<file path="src/rtl/serial_adder_fsm_pkg.sv">
// ============================================================================
// Module   : serial_adder_fsm_pkg
// Brief    : Shared state encoding for the bit-serial adder/subtractor.
// Revision : 1.0
// ============================================================================
`default_nettype none

package serial_adder_fsm_pkg;

    typedef enum logic [1:0] {
        IDLE = 2'd0,
        RUN  = 2'd1,
        DONE = 2'd2
    } state_e;

endpackage

`default_nettype wire

</file>
<file path="src/rtl/serial_adder_fsm_fa.sv">
// ============================================================================
// Module   : full_adder_cell
// Brief    : One-bit full adder used as the serial datapath slice.
// Revision : 1.0
// ============================================================================
`default_nettype none

module full_adder_cell (
    input  logic a,
    input  logic b,
    input  logic cin,
    output logic sum,
    output logic carry
);

    assign sum   = a ^ b ^ cin;
    assign carry = (a & b) | (cin & (a ^ b));

endmodule

`default_nettype wire

</file>
<file path="src/rtl/serial_adder_fsm.sv">
// ============================================================================
// Module   : serial_adder_fsm
// Brief    : Bit-serial add/subtract, one bit per clock, LSB first.
// Revision : 1.0
// ============================================================================
`default_nettype none

module serial_adder_fsm
    import serial_adder_fsm_pkg::*;
#(
    parameter int WIDTH = 8
) (
    input  logic             clk,
    input  logic             rst,
    input  logic             start,
    input  logic             sub,
    input  logic             cin,
    input  logic [WIDTH-1:0] a,
    input  logic [WIDTH-1:0] b,
    output logic             busy,
    output logic             done,
    output logic [WIDTH-1:0] sum,
    output logic             cout,
    output logic             ovf
);

    localparam int CW = $clog2(WIDTH + 1);

    state_e           state_q, state_d;
    logic [CW-1:0]    cnt_q, cnt_d;
    logic [WIDTH-1:0] a_q, a_d;
    logic [WIDTH-1:0] b_q, b_d;
    logic [WIDTH-1:0] acc_q, acc_d;
    logic             carry_q, carry_d;
    logic             ovf_int_q, ovf_int_d;
    logic [WIDTH-1:0] sum_q, sum_d;
    logic             cout_q, cout_d;
    logic             ovf_q, ovf_d;

    logic             fa_sum;
    logic             fa_carry;

    full_adder_cell u_fa (
        .a     (a_q[0]),
        .b     (b_q[0]),
        .cin   (carry_q),
        .sum   (fa_sum),
        .carry (fa_carry)
    );

    // Subtraction is A + ~B + ~borrow_in, so B and the carry are inverted at load.
    always_comb begin
        state_d   = state_q;
        cnt_d     = cnt_q;
        a_d       = a_q;
        b_d       = b_q;
        acc_d     = acc_q;
        carry_d   = carry_q;
        ovf_int_d = ovf_int_q;
        sum_d     = sum_q;
        cout_d    = cout_q;
        ovf_d     = ovf_q;
        case (state_q)
            IDLE: begin
                if (start) begin
                    state_d = RUN;
                    a_d     = a;
                    b_d     = sub ? ~b : b;
                    carry_d = cin ^ sub;
                    cnt_d   = '0;
                end
            end
            RUN: begin
                if (cnt_q == CW'(WIDTH)) begin
                    state_d = DONE;
                    sum_d   = acc_q;
                    cout_d  = carry_q;
                    ovf_d   = ovf_int_q;
                end else begin
                    a_d     = a_q >> 1;
                    b_d     = b_q >> 1;
                    acc_d   = {fa_sum, acc_q[WIDTH-1:1]};
                    carry_d = fa_carry;
                    cnt_d   = cnt_q + CW'(1);
                    if (cnt_q == CW'(WIDTH - 1)) begin
                        ovf_int_d = carry_q ^ fa_carry;
                    end
                end
            end
            DONE: begin
                state_d = IDLE;
            end
            default: begin
                state_d = IDLE;
            end
        endcase
    end

    always_ff @(posedge clk or posedge rst) begin
        if (rst) begin
            state_q   <= IDLE;
            cnt_q     <= '0;
            a_q       <= '0;
            b_q       <= '0;
            acc_q     <= '0;
            carry_q   <= 1'b0;
            ovf_int_q <= 1'b0;
            sum_q     <= '0;
            cout_q    <= 1'b0;
            ovf_q     <= 1'b0;
        end else begin
            state_q   <= state_d;
            cnt_q     <= cnt_d;
            a_q       <= a_d;
            b_q       <= b_d;
            acc_q     <= acc_d;
            carry_q   <= carry_d;
            ovf_int_q <= ovf_int_d;
            sum_q     <= sum_d;
            cout_q    <= cout_d;
            ovf_q     <= ovf_d;
        end
    end

    assign busy = (state_q == RUN);
    assign done = (state_q == DONE);
    assign sum  = sum_q;
    assign cout = cout_q;
    assign ovf  = ovf_q;

endmodule

`default_nettype wire

</file>
<file path="config.mk">
export PLATFORM = sky130hd
export DESIGN_NAME = serial_adder_fsm
export DESIGN_NICKNAME = d
export VERILOG_FILES = /design/src/rtl/serial_adder_fsm_pkg.sv /design/src/rtl/serial_adder_fsm_fa.sv /design/src/rtl/serial_adder_fsm.sv
export SDC_FILE = /design/constraint.sdc
export NUM_CORES = 1
export LEC_CHECK = 0
export CAP_MARGIN = 0
export CORE_ASPECT_RATIO = 1.2
export CORE_MARGIN = 3
export CORE_UTILIZATION = 45
export DETAILED_ROUTE_END_ITERATION = 7
export PLACE_DENSITY = 0.78
export SYNTH_ARGS = -nofsm -noshare
export SYNTH_HDL_FRONTEND = slang
export SYNTH_SLANG_ARGS = --single-unit
</file>
<file path="constraint.sdc">
create_clock -name clk -period 3.6 [get_ports clk]
set_input_delay 0.72 -clock clk [delete_from_list [all_inputs] [get_ports clk]]
set_output_delay 0.72 -clock clk [all_outputs]
set_load 0.01 [all_outputs]
</file>
# Word-level counts from Yosys, hierarchy flattened
# Index checks and enable logic that the tools add are counted.
# totals
ff_bits,42
input_bits,21
out_inout_bits,12
word_cells,50
# classes
add_sub_neg,1
n_eq_ne,7
muxes,16
n_bitwise,9
n_reduce_logical,7
# op_table
cell,n
8-bit two-way mux,5
8-bit case mux with 2 select lines,2
4-bit two-way mux,2
8-bit inverter,1
4-bit case mux with 2 select lines,1
2-bit AND reduction,3
3-bit AND reduction,2
"4-bit by 1-bit adder with 4-bit output, second input constant",1
"4-bit by 3-bit equality test with 1-bit output, second input constant",1
"4-bit equality test, second input constant",1
2-bit two-way mux,2
"2-bit != test, second input constant",2
2-bit case mux with 2 select lines,1
1-bit bitwise XOR,4
1-bit AND,2
"2-bit by 1-bit equality test with 1-bit output, second input constant",1
"2-bit equality test, second input constant",1
2-bit zero test,1
1-bit two-way mux,2
"2-bit by 1-bit != test with 1-bit output, second input constant",1
1-bit case mux with 2 select lines,1
2-bit nonzero test,1
1-bit inverter,1
1-bit bitwise OR,1

# Longest topological paths before layout
# Gate-level depths: netlist of run 1.
# logic_depth
word_depth,5
depth_mapped,6
ltp_nobuf,5

# Modules after synthesis
# From an unflattened synthesis of run 1, not the netlist that was laid out.
# hier_totals
cells_unflattened,143
hier_area_um2,2040.7
# by_module_without_submodules
module,instances,cells_each,area_each_um2,seq_area_each_um2
serial_adder_fsm,1,142,2020.7,1051.0
full_adder_cell,1,1,20.0,0.0

# Worst setup path after synthesis of run 1
# OpenSTA, ideal clock, no wires.
# synth_path
path_kind,input to register
start,input port sub
end,register b_q[6]
setup_time_ps,125
t_arrival_ps,1559
required_time_ps,3475
slack_ps,1916
cell_stages,4
n_path_buf,1
path_cell_list,buf_2 xor2_1 mux2_4 mux2_4
# synth_between
elab_chain_len,3
# synth_rtl
element,line_no,rtl
start: declaration,serial_adder_fsm.sv:16,"input logic sub,"
8-bit two-way mux,serial_adder_fsm.sv:68,b_d = sub ? ~b : b;
8-bit two-way mux,serial_adder_fsm.sv:65,if (start) begin
8-bit case mux with 2 select lines,serial_adder_fsm.sv:63,case (state_q)
end signal: assignment,serial_adder_fsm.sv:104,b_q <= '0;
end signal: assignment,serial_adder_fsm.sv:115,b_q <= b_d;
end: declaration,serial_adder_fsm.sv:32,"logic [WIDTH-1:0] b_q, b_d;"
# No other way between the ends. The select of a mux whose other input is x is not followed.
# A chain may end at the register's enable or synchronous reset.

# Worst setup path in the final report of run 1
# layout_path
start,register state_q[0]
end,output port busy
# layout_between
elab_chain_len,1
# layout_rtl
element,line_no,rtl
start: declaration,serial_adder_fsm.sv:29,"state_e state_q, state_d;"
start signal: assignment,serial_adder_fsm.sv:112,state_q <= state_d;
2-bit by 1-bit equality test with 1-bit output,serial_adder_fsm.sv:125,assign busy = (state_q == RUN);
end: declaration,serial_adder_fsm.sv:20,"output logic busy,"
# No other way between the ends.

==> impl_metrics.toml, run 1 <==
[detailed_routing]
drc = 0
firstDrtPassIters = 4
detail_route.wl_per_cell_um = 14.5
ant_nets = 0
wirelength_mm = 3.38
num_vias = 1188
via_per_inst = 5.12
drt-initial-drc-count = 31

[die]
design.core.area_sq_um = 4330
fp.dieArea_sq_um = 5420
initial_core_util_pct = 47.5
fp.dieH_um = 80.0
pin_count = 33
placementRows = 26
die_w_um = 67.7

[synth]
synth_fp_nets = 165
async_flop_share_pct = 100
synth_edf_count = 0
synth.most_common_cell = "dfrtp_1"
ys_seq_area_share_pct = 51.1
yosys_warnings = 0
synth_common_cells = "dfrtp_1 (42), mux2_1 (28), mux2_4 (16)"
synthDominantCellAreaShare_pct = 51.1
synth.area.top_cells = "dfrtp_1 (51%), mux2_1 (15%), mux2_4 (12%)"
synth.avg_cell_area_sq_um = 14.6
synth_cells = 141
ys_ff_latch = 42
synth_top_cell_by_area = "dfrtp_1"
netlist_area_sq_um = 2060
ys.flop_type = "dfrtp_1"
synth_cell_types = 30

[min_path]
hold_class = "flop to flop"

[timing]
setup-tns-final_ns = 0
tightest_slew_ns = 0.936
clock_skew_ns = 0.00180
holdWs_ns = 0.489
fmax_mhz = 406
hold_viol = 0
slew_viol_final = 0
fin_crit_sh_pct = 68.5
fin_crit_ns = 2.47
rsz0062_at_grt = "no"
slew_headroom_pct = 37.2
setup_viol = 0

[outcome]
status = "complete, no violations"

[grt]
grt_pass1_vias = 1332
overflow = 0
grt_usage_pct = 14.8
grt_start_max_net_pins = 43
antenna_found_initial = 0
grt_pass1_wl_mm = 6.00

[power_and_ir_drop]
leakagePower_nw = 1.14
powerDensity_nw_per_um2 = 812
ir_worst_vdd_uv = 391

[clocking]
cts_resized = 0
cts.sinks = 42
cts_tree = "done"
clkTransAtPathRegs_ns = 0.07
cts_setup_buffers = 0
cts_made_buffers = 5
postCtsHoldBufs = 0
clockBufferDepth = 2
cts-root-buf = "clkbuf_8"
insertion_delay_ns = 0.28
htree_levels = 2

[final_layout]
fin_util_pct = 57.4
seq_area_sq_um = 1050
num_antenna_cells = 0
nets = 200
synthToLayoutAreaGrowth_pct = 20.8
drive_gt1_share_pct = 17.6
final_cell_area_sq_um = 2480
multiInputGateArea_sq_um = 911
n_fill_cell = 352

[setup_path]
crit_fanout = 12
cp-end-kind = "output pin"
critPathRequiredTime_ns = 2.88
worstPathArrival_ns = 1.75
start_kind = "flop"
setup.worst_path.class = "flop to output pin"

[placed_design]
place_area_sq_um = 2400
hpwl_mm = 2.57
gp_congestion = 0.758
port-buffer-count = 32

[run]
cap_violations = 0
power by group:
| part | switching (mW) | leakage [nW] | internal (mW) | total (mW) |
|---|---|---|---|---|
| clock network | 0.142 | 0.0438 | 0.130 | 0.272 |
| registers | 0.145 | 0.520 | 0.691 | 0.835 |
| logic | 0.359 | 0.579 | 0.550 | 0.909 |
| total | 0.646 | 1.14 | 1.37 | 2.02 |
worst paths after layout:
kind | startpoint | to | slack, ns | cells after the start
worst max-delay path | state_q[0]$_DFFE_PP0P_ | busy | 1.13 | 3
worst min-delay path | sum[4]$_DFFE_PP0P_ | sum[4]$_DFFE_PP0P_ | 0.49 | 1
worst max register to register | cnt_q[0]$_DFFE_PP0P_ | sum[1]$_DFFE_PP0P_ | 1.56 | 5
worst min register to register | sum[4]$_DFFE_PP0P_ | sum[4]$_DFFE_PP0P_ | 0.49 | 1
max in group asynchronous | rst | b_q[4]$_DFFE_PP0P_ | 2.39 | 3
min in group asynchronous | rst | sum[6]$_DFFE_PP0P_ | 0.86 | 3
critical path: stages (launching register included):
cell             delay (ns)
dfrtp_1                0.51
nand2b_4               0.21
inv_4                  0.18
clkdlybuf4s50_1        0.56
placed cells by master, fill, tap and decap left out, types with 2 or more instances in the layout:
master and n:
dfrtp_1 42, nor2_1 2, clkdlybuf4s50_1 32, ha_1 2
buf_4 2, inv_1 7, clkbuf_8 5, mux2i_1 7
clkinv_2 2, mux2_4 16, o22ai_1 2, xnor2_1 4
xor2_1 7, nand2_1 2, mux2_1 28
through the flow:
step / total power [mW] / instances / worst slack [ns]
global placement: 1.72 / 225 / 1.02
CTS: 2.05 / 232 / 1.12
global route: 2.17 / 232 / 1.07
detailed placement: 1.77 / 225 / 0.955
finish: 2.02 / 232 / 1.13
floorplan: 1.51 / 141 / 1.91
layer usage:
layer / wire length [um] / global-route usage, %
met5: 0 / 0
met1: 1440 / 17.9
met2: 1720 / 24.9
met3: 169 / 4.23
met4: 43 / 4.26
logic make-up after synthesis:
| kind of cell | synth area share [%] |
|---|---|
| XOR/XNOR | 4.69 |
| AO/OA/AOI/OAI | 3.90 |
| adder cells (fa/ha/maj) | 2.19 |
| buffers and inverters | 4.56 |
| AND/OR/NAND/NOR | 3.10 |
| multiplexers | 30.4 |
| flip-flops | 51.1 |
state kept, by name, summed over array words and instances, names as in the netlist:
name,count
a_q,8
acc_q,8
b_q,8
sum,8
cnt_q,4
state_q,2
carry_q,1
cout,1
ovf,1
ovf_int_q,1
final cells by class:
type | count | share of cell area, %
Tap cell | 56 | 2.82
Clock buffer | 5 | 2.77
Sequential cell | 42 | 42.3
Multi-Input combinational cell | 84 | 36.7
Timing Repair Buffer | 34 | 13.5
Inverter | 9 | 1.46
Clock inverter | 2 | 0.403
(Power assumes the default switching activity.)
==> run 2, diff against run 1 <==
--- a/config.mk
+++ b/config.mk
@@ -10,7 +10,7 @@
 export CORE_MARGIN = 3
 export CORE_UTILIZATION = 45
 export DETAILED_ROUTE_END_ITERATION = 7
-export PLACE_DENSITY = 0.78
+export PLACE_DENSITY = 0.81
 export SYNTH_ARGS = -nofsm -noshare
 export SYNTH_HDL_FRONTEND = slang
 export SYNTH_SLANG_ARGS = --single-unit
==> constraint.sdc (replaced) <==
create_clock -name clk -period 2.04 [get_ports clk]
set_input_delay 0.408 -clock clk [delete_from_list [all_inputs] [get_ports clk]]
set_output_delay 0.408 -clock clk [all_outputs]
set_load 0.01 [all_outputs]
==> run 2 against run 1 <==
Power is 85% higher. Design area is 4.5% higher. Die area stayed put. Worst hold slack better by 0.00089 ns. Final cell count is 5.6% higher. Sequential power is 78% higher. First-iteration DRC count is 32% higher. Critical path depth stayed put. Non-clock buffer count is 13 higher. Critical endpoint unchanged. Largest power group unchanged. Highest routed layer unchanged.
==> impl_metrics.toml, run 2 (synthesis gave the netlist of run 1 again) <==
[outcome]
status = "complete, no violations"

[timing]
clock_skew_ns = 0.00265
slew_viol_final = 0
fmax_mhz = 521
setup-tns-final_ns = 0
tightest_slew_ns = 0.524
layout_setup_ws_ns = 0.120
fin_crit_ns = 1.92
hold_viol = 0
holdWs_ns = 0.490
setup_viol = 0
rsz0062_at_grt = "no"
fin_crit_sh_pct = 94.1
slew_headroom_pct = 65.1

[power_and_ir_drop]
power_switching_share_pct = 31.8
switchingPower_mw = 1.19
clkPwrFrac_pct = 12.9
leakagePower_nw = 1.21
pwr-share-comb_pct = 47.3
ir_worst_vdd_uv = 628
cell_internal_pwr_mw = 2.55
pwr-share-seq_pct = 39.7
powerDensity_nw_per_um2 = 1440

[clocking]
clkTransAtPathRegs_ns = 0.07
postCtsHoldBufs = 0
htree_levels = 2
clockBufferDepth = 2
cts.sinks = 42
cts-root-buf = "clkbuf_8"
cts_tree = "done"
cts_made_buffers = 5
insertion_delay_ns = 0.28

[die]
fp.dieArea_sq_um = 5420
fp.dieH_um = 80.0
die_w_um = 67.7
placementRows = 26
initial_core_util_pct = 47.5
pin_count = 33
design.core.area_sq_um = 4330

[run]
cap_violations = 0

[setup_path]
rrSetupSlack_ns = 0.38
cp-end-kind = "output pin"
slowest_stage = "clkdlybuf4s50_1"
r2r-end = "acc_q[3]$_DFFE_PP0P_"
worstPathArrival_ns = 1.51
reg2reg_depth = 6
crit_start = "state_q[1]$_DFFE_PP0P_"
crit_fanout = 8
r2r_start = "cnt_q[0]$_DFFE_PP0P_"
setup.worst_path.class = "flop to output pin"
critPathRequiredTime_ns = 1.63
path_cells = "nand2b_4 -> inv_4 -> clkdlybuf4s50_1"
slowest_delay_ns = 0.52
start_kind = "flop"

[grt]
antenna_found_initial = 0
grt_start_max_net_pins = 43
grt_pass1_vias = 1292
grt_pass1_wl_mm = 6.03
grt_usage_pct = 15.3
overflow = 0

[final_layout]
drive_gt1_share_pct = 23.8
n_fill_cell = 348
stdcell_count = 245
final_cell_area_sq_um = 2590
layout_common_cells = "dfrtp_1 (41), clkdlybuf4s50_1 (32), mux2_1 (28)"
nets = 213
final_common_cell = "dfrtp_1"
synthToLayoutAreaGrowth_pct = 26.2
num_antenna_cells = 0
multiInputGateArea_sq_um = 911
seq_area_sq_um = 1050

[placed_design]
port-buffer-count = 32
post-place-ws_ns = 0.0627
place_inst = 232
hpwl_mm = 2.81
place_area_sq_um = 2470
gp_congestion = 0.709

[min_path]
hold_start = "sum[7]$_DFFE_PP0P_"
min_delay_worst_endpoint = "sum[7]$_DFFE_PP0P_"
hold_class = "flop to flop"
min_path_cells = 1

[detailed_routing]
ant_nets = 0
num_vias = 1223
detail_route.wl_per_cell_um = 15.0
wirelength_mm = 3.67
via_per_inst = 4.99
drc = 0
drt-initial-drc-count = 41
firstDrtPassIters = 4
[run 2: final cells by class]
| type | instances | share of cell area [%] |
|---|---|---|
| repair buffers | 47 | 17.2 |
| multi-input cells | 84 | 35.1 |
| clock buffers | 5 | 2.65 |
| clock inverters | 2 | 0.386 |
| inverters | 9 | 1.40 |
| well taps | 56 | 2.70 |
| flip-flops and latches | 42 | 40.6 |
[run 2: power by group through the flow]
stage / Clock (mW) / Sequential (mW) / Combinational, mW
after floorplan: 0 / 1.47 / 1.20
after global placement: 0 / 1.47 / 1.65
after detailed placement: 0 / 1.50 / 1.72
after CTS: 0.503 / 1.49 / 1.73
after global routing: 0.538 / 1.54 / 1.93
final: 0.484 / 1.49 / 1.77
[run 2: timing repair]
| item | 4_1_cts | 5_1_grt |
|---|---|---|
| resized for setup | 0 | 1 |
| setup endpoints to repair | 0 | 1 |
| setup buffers | 0 | 6 |
[run 2: per-stage QoR]
stage	utilization [%]	power, mW
floorplan	-	2.67
global placement	57.1	3.12
detailed placement	57.1	3.22
CTS	58.9	3.72
global route	59.9	4.00
finish	59.9	3.74
[run 2: per-layer routing]
layer / wire length (um) / GRT usage [%] / up-vias
met3: 154 / 4.23 / 6
met1: 1450 / 16.2 / 612
met4: 42 / 4.26 / 0
li1: - / - / 578
met5: 0 / 0 / -
met2: 2020 / 28.6 / 27
[run 2: worst max path at each step]
stage,endpoint,slack (ns),depth (start not counted)
finish,busy,0.12,3
global route,busy,0.06,3
CTS,busy,0.02,3
detailed placement,a_q[2]$_DFFE_PP0P_,0.06,5
global placement,a_q[0]$_DFFE_PP0P_,0.12,5
floorplan,cout$_DFFE_PP0P_,0.54,6
[run 2: critical path: cells and delay by family (launching register included)]
| family | cells | cell delay, ns |
|---|---|---|
| flip-flops | 1 | 0.43 |
| buffers and inverters | 2 | 0.58 |
| AND/OR/NAND/NOR | 1 | 0.21 |
